--- config.mk ---
export PLATFORM = sky130hd
export DESIGN_NAME = cache_control
export DESIGN_NICKNAME = d
export VERILOG_FILES = /design/src/rtl/cache_control.sv
export SDC_FILE = /design/constraint.sdc
export NUM_CORES = 1
export LEC_CHECK = 0
export CAP_MARGIN = 5
export CORE_MARGIN = 5
export CORE_UTILIZATION = 27
export CTS_CLUSTER_DIAMETER = 60
export DETAILED_ROUTE_END_ITERATION = 8
export PLACE_DENSITY = 0.8
export SLEW_MARGIN = 30
export SYNTH_ARGS = -nofsm -noshare
export SYNTH_HDL_FRONTEND = slang
export SYNTH_SLANG_ARGS = --single-unit
--- constraint.sdc ---
create_clock -name clk -period 1.78 [get_ports clk]
set_input_delay 0.356 -clock clk [delete_from_list [all_inputs] [get_ports clk]]
set_output_delay 0.356 -clock clk [all_outputs]
set_load 0.005 [all_outputs]
--- src/rtl/cache_control.sv ---
// Direct-mapped cache controller FSM: IDLE / WRITEBACK / ALLOCATE.
// Define CACHE_PERF_CNT_EN to build the saturating hit/miss counters.
module cache_control #(
    parameter int COUNT_WIDTH = 16
) (
    input  logic                   clk,
    input  logic                   reset_n,
    input  logic                   mem_read,
    input  logic                   mem_write,
    input  logic                   hit,
    input  logic                   dirty,
    input  logic                   pmem_resp,
    output logic                   mem_resp,
    output logic                   pmem_read,
    output logic                   pmem_write,
    output logic                   load_data,
    output logic                   load_tag,
    output logic                   load_valid,
    output logic                   load_dirty,
    output logic                   dirty_in,
    output logic                   datain_sel,
    output logic                   pmem_addr_sel,
    output logic [COUNT_WIDTH-1:0] hit_count,
    output logic [COUNT_WIDTH-1:0] miss_count
);

    typedef enum logic [1:0] {
        IDLE,
        WRITEBACK,
        ALLOCATE
    } state_e;

    state_e state_q, state_d;
    logic   req;

    assign req = mem_read | mem_write;

    always_ff @(posedge clk or negedge reset_n) begin
        if (!reset_n) state_q <= IDLE;
        else          state_q <= state_d;
    end

    // Outputs are gated by reset_n so they drop the instant reset asserts.
    always_comb begin
        state_d       = state_q;
        mem_resp      = 1'b0;
        pmem_read     = 1'b0;
        pmem_write    = 1'b0;
        load_data     = 1'b0;
        load_tag      = 1'b0;
        load_valid    = 1'b0;
        load_dirty    = 1'b0;
        dirty_in      = 1'b0;
        datain_sel    = 1'b0;
        pmem_addr_sel = 1'b0;
        if (reset_n) begin
            unique case (state_q)
                IDLE: begin
                    if (req) begin
                        if (hit) begin
                            mem_resp = 1'b1;
                            if (mem_write) begin
                                load_data  = 1'b1;
                                load_dirty = 1'b1;
                                dirty_in   = 1'b1;
                            end
                        end else if (dirty) begin
                            state_d = WRITEBACK;
                        end else begin
                            state_d = ALLOCATE;
                        end
                    end
                end
                WRITEBACK: begin
                    pmem_write    = 1'b1;
                    pmem_addr_sel = 1'b1;
                    if (pmem_resp) state_d = ALLOCATE;
                end
                ALLOCATE: begin
                    pmem_read = 1'b1;
                    if (pmem_resp) begin
                        load_data  = 1'b1;
                        datain_sel = 1'b1;
                        load_tag   = 1'b1;
                        load_valid = 1'b1;
                        load_dirty = 1'b1;
                        state_d    = IDLE;
                    end
                end
                default: state_d = IDLE;
            endcase
        end
    end

`ifdef CACHE_PERF_CNT_EN
    logic [COUNT_WIDTH-1:0] hit_q, miss_q;
    logic                   pend_q;
    logic                   miss_ev, hit_ev;

    assign miss_ev = (state_q == IDLE) && (state_d != IDLE);
    // The hit that completes a refilled miss is not a real hit.
    assign hit_ev  = mem_resp && !pend_q;

    always_ff @(posedge clk or negedge reset_n) begin
        if (!reset_n) begin
            hit_q  <= '0;
            miss_q <= '0;
            pend_q <= 1'b0;
        end else begin
            if (miss_ev && (miss_q != '1)) miss_q <= miss_q + 1'b1;
            if (hit_ev && (hit_q != '1))   hit_q  <= hit_q + 1'b1;
            if (miss_ev)       pend_q <= 1'b1;
            else if (mem_resp) pend_q <= 1'b0;
        end
    end

    assign hit_count  = hit_q;
    assign miss_count = miss_q;
`else
    assign hit_count  = '0;
    assign miss_count = '0;
`endif

endmodule
Word level (Yosys, flattened, before mapping)
Index checks and enable logic that the tools add are counted.
{ "totals": {"register_bits": 2, "inputBits": 7, "out_inout_bits": 42, "word_cells": 34} }
{ "op_classes": {"eq_ne": 6, "n_mux": 24, "n_bitwise": 1, "n_reduce_logical": 2} }
{ "op_table": {"columns": ["operator", "count"], "rows": [
  ["2-to-1 mux 1 bit", 17],
  ["2-to-1 mux 2 bit", 5],
  ["!= test 2 bit (second input constant)", 4],
  ["one-hot mux 2 bit (3 select lines)", 1],
  ["AND reduction 5 bit", 1],
  ["== test 2 x 1 -> 1 bit (second input constant)", 1],
  ["== test 2 bit (second input constant)", 1],
  ["zero test 2 bit", 1],
  ["one-hot mux 1 bit (2 select lines)", 1],
  ["OR 1 bit", 1]
]} }

Depth between registers and ports, before layout
{ "depth": {"word_depth": 5, "mapped_depth": 4} }

Worst setup path after synthesis
No wires, ideal clock.
{ "synth_path": {"path_type": "reg2out", "from": "reg state_q[1]", "to": "out load_dirty", "t_arrival_ns": 1.131, "t_required_ns": 1.424, "setup_slack_ns": 0.293, "stages_incl_launch_ff": 5, "n_path_buf": 1, "cell_sequence": "dfrtp_1 and3b_1 and2_4 or2_1 buf_4"} }
{ "synth_via": {"elab_chain_cells": 3} }
{ "synth_rtl": {"columns": ["element", "line", "source"], "rows": [
  ["start: declaration", "33", "state_e state_q, state_d;"],
  ["start signal: assignment", "40", "else state_q <= state_d;"],
  ["== test 2 bit / zero test 2 bit (equally long branches)", null, null],
  ["one-hot mux 1 bit (2 select lines) (*)", null, null],
  ["2-to-1 mux 1 bit (*)", null, null],
  ["end: declaration", "19", "output logic load_dirty,"]
]} }
Mark *: on every way between the ends. The rest lies on a longest branch, timed or not.

Worst setup path in the final report
{ "layout_path": {"from": "reg state_q[0]", "to": "out mem_resp"} }
{ "layout_via": {"elab_chain_cells": 3} }
{ "layout_rtl": {"columns": ["element", "line", "source"], "rows": [
  ["zero test 2 bit", "57", "unique case (state_q)"],
  ["2-to-1 mux 1 bit", "57", null],
  ["2-to-1 mux 1 bit", "56", "if (reset_n) begin"],
  ["end: declaration", "13", "output logic mem_resp,"]
]} }
No other way between the ends.

==> summary.txt <==
Run status
  – Status: finished clean

Timing
  – Max Clock Freq: between 500 and 600 MHz
  – Max Slew Vio Count: 0
  – Tmin final: 1.706 ns
  – Final Cycle Share: 0.9583
  – Unrepaired setup endpoints after global routing: no
  – Setup TNS: 0 ns
  – Min Hold Slack: 0.1958 ns
  – Setup WS post-layout: 0.07425 ns
  – Layout Skew: ~0.00087 ns
  – Final setup vio count: 0
  – Final hold vios: 0

Critical path
  – Worst Setup Path Type: flip-flop to output pin
  – Most Frequent Cell on Critical Path: buf_4
  – Critical Path Max Stage Delay: 0.41 ns
  – Largest delay contributor family on the critical path: flip-flops
  – Crit-path cells: nor3b_4 -> buf_4 -> buf_4 -> nand2_1 -> nor2_1 -> buf_2
  – Worst Path Arrival: 1.35 ns
  – WP buf/inv: 3
  – CP required: 1.42 ns
  – Worst setup SP type: flip-flop
  – Slowest CP cell: dfrtp_1
  – Critical path peak fanout: 3
  – R2R Setup Slk: slightly above 0.6 ns
  – Crit end category: output pin

Synth
  – Synth Warn #: 0
  – Post-synth EDFFs: 0
  – Cell variety after synth: 14
  – Main synth FF type: dfrtp_1
  – Ys async rst share: 1.000
  – Cell taking the most area after synthesis: buf_4
  – Top cells by count, synth: 36 x buf_4, 4 x nor2_1, 2 x dfrtp_1, 2 x nand2_1, 2 x o21ai_0
  – Post-synthesis sequential area ratio: 0.1153
  – Yosys top cell area share: 0.6225
  – Synthesized area per cell: 7.894 sq um
  – Post-Syn Area: between 400 and 500 sq um
  – Number of synthesized register bits: 2
  – Mapped Cells: 55
  – Top cells by area, synth: buf_4 62%, dfrtp_1 12%, nor2_1 3.5%
  – Cell with the most instances after synthesis: buf_4

Global routing
  – Initial antenna violation count: 0
  – Vias in the first global route: 320
  – Overall Global Routing Usage: 0.07221
  – Overflow after GRT: 0
  – Pin count of the biggest net entering global routing: 6
  – First-pass GRT wire length: around 1.4 mm

Placement
  – Placer Congestion: approximately 0.7
  – Placed cell count: 89
  – DP Wirelength: slightly above 800 um
  – IO Port Bufs: 16
  – Setup WS pre-CTS: -0.4842 ns

Routing
  – Via count: 334
  – ANT nets after route: 0
  – DR WL/cell: 10.42 um
  – Drt total wl: 969 um
  – DRT iter0 DRCs: 1
  – # DRC: 0
  – DRT Pass-1 Iters: 4
  – Post-DR vias/cell: 3.591

Power
  – Power Density: 642.0 mW/mm^2
  – VDD IR max: 0.0002401 V
  – P_leak: 0.0003456 uW

Finish
  – Nets: 86
  – Final Non-Filler Cells: 93
  – Biggest regs: state_q x2
  – Max FFs per register: 2
  – Utilization after layout: 0.3530
  – Largest Register: state_q
  – Area delta synth->final: 23.92%
  – Layout cell share with drive strength beyond 1: 0.2468
  – # diodes: 0

CTS
  – Clock sinks: 2
  – CTS tree: done
  – CTS clk-pin slew, worst paths: 0.03 ns
  – CTS Buf Count: 3
  – H-tree levels: 1
  – Longest Clk Path Bufs: 2
  – Root buf cell: clkbuf_4
  – Worst-Skew Late Latency: approximately 0.22 ns

Run
  – Max-cap viol count: 0

Die
  – Die Area: 0.002510 sq mm
  – Starting density of the core: 0.2849
  – Rows: 14
  – I/O Pins: between 40 and 50
  – Core area: 0.001524 sq mm
  – Die height: approximately 50 um
  – DIE WIDTH: 50.10 um

Worst hold path
  – HP Class: input port to async pin
## layer usage
| metal | vias to the layer above | track usage | share of wire |
|---|---|---|---|
| li1 | 155 | - | - |
| met1 | 149 | 0.04991 | 0.29 |
| met2 | 28 | 0.1485 | 0.56 |
| met3 | 2 | 0.02410 | 0.15 |
| met4 | 0 | 0.05240 | 0.0052 |
| met5 | - | 0 | 0 |
## final timing paths
kind / from / cells past startpoint / to
max: state_q[0] / 6 / mem_resp
min: reset_n / 2 / state_q[0]
max reg2reg: state_q[0] / 4 / state_q[1]
min reg2reg: state_q[0] / 2 / state_q[0]
max in group asynchronous: reset_n / 2 / state_q[1]
min in group clk: state_q[0] / 2 / state_q[0]
## area by class of cell
class | count | area, sq um
Multi-Input combinational cell | 48 | 244.0
Fill cell | 166 | 985.9
Sequential cell | 2 | 50.05
Tap cell | 16 | 20.02
Timing Repair Buffer | 24 | 201.4
Clock buffer | 3 | 22.52
## worst reg2reg max path, cell delays in order (launching register included)
cell and delay (ns):
dfrtp_1 0.41, nor3b_4 0.23, buf_4 0.14, nor4b_2 0.17, a221o_1 0.14
## kinds of logic (layout without fill, tap and decap cells)
family / count (synthesis) / after routing / share of synthesized area
compound gates: 4 / 4 / 0.06917
buf+inv: 36 / 27 / 0.6225
flops: 2 / 2 / 0.1153
other cells: 1 / 32 / 0.008637
simple gates: 12 / 12 / 0.1844
## layout by cell type, fill, tap and decap left out, drive strengths merged, types with 2 or more instances in the layout
cell type      synthesis  final
dfrtp                  2      2
dlymetal6s2s           0      2
buf                   36     10
clkbuf                 0      4
o21ai                  2      2
conb                   1     32
nand2                  2      2
nor2                   4      4
clkdlybuf4s50          0      4
dlygate4sd2            0      7
## stage by stage
step | total power, uW | cell area, sq um
after floorplan | 199.5 | 550.5
after global placement | 241.3 | 513.0
after detailed placement | 247.4 | 513.0
after CTS | 351.6 | 538.0
after global routing | 372.8 | 538.0
final | 345.4 | 538.0
## repair_timing
item                                    in CTS  in global routing
pin swaps                                    2                  1
hold buffers                                 0                  0
cloned                                       0                  0
resized for setup                           20                  3
endpoints found under the setup margin      10                  2
buffers inserted                             1                  0
## report_power, final
part | leakage, uW | switching [uW] | internal, uW
clock network | 0.0000138 | 22.3 | 74.0
registers | 0.0000262 | 15.5 | 57.9
logic | 0.000306 | 75.5 | 100
total | 0.000346 | 113 | 232
Power figures use the tool's default switching activity.
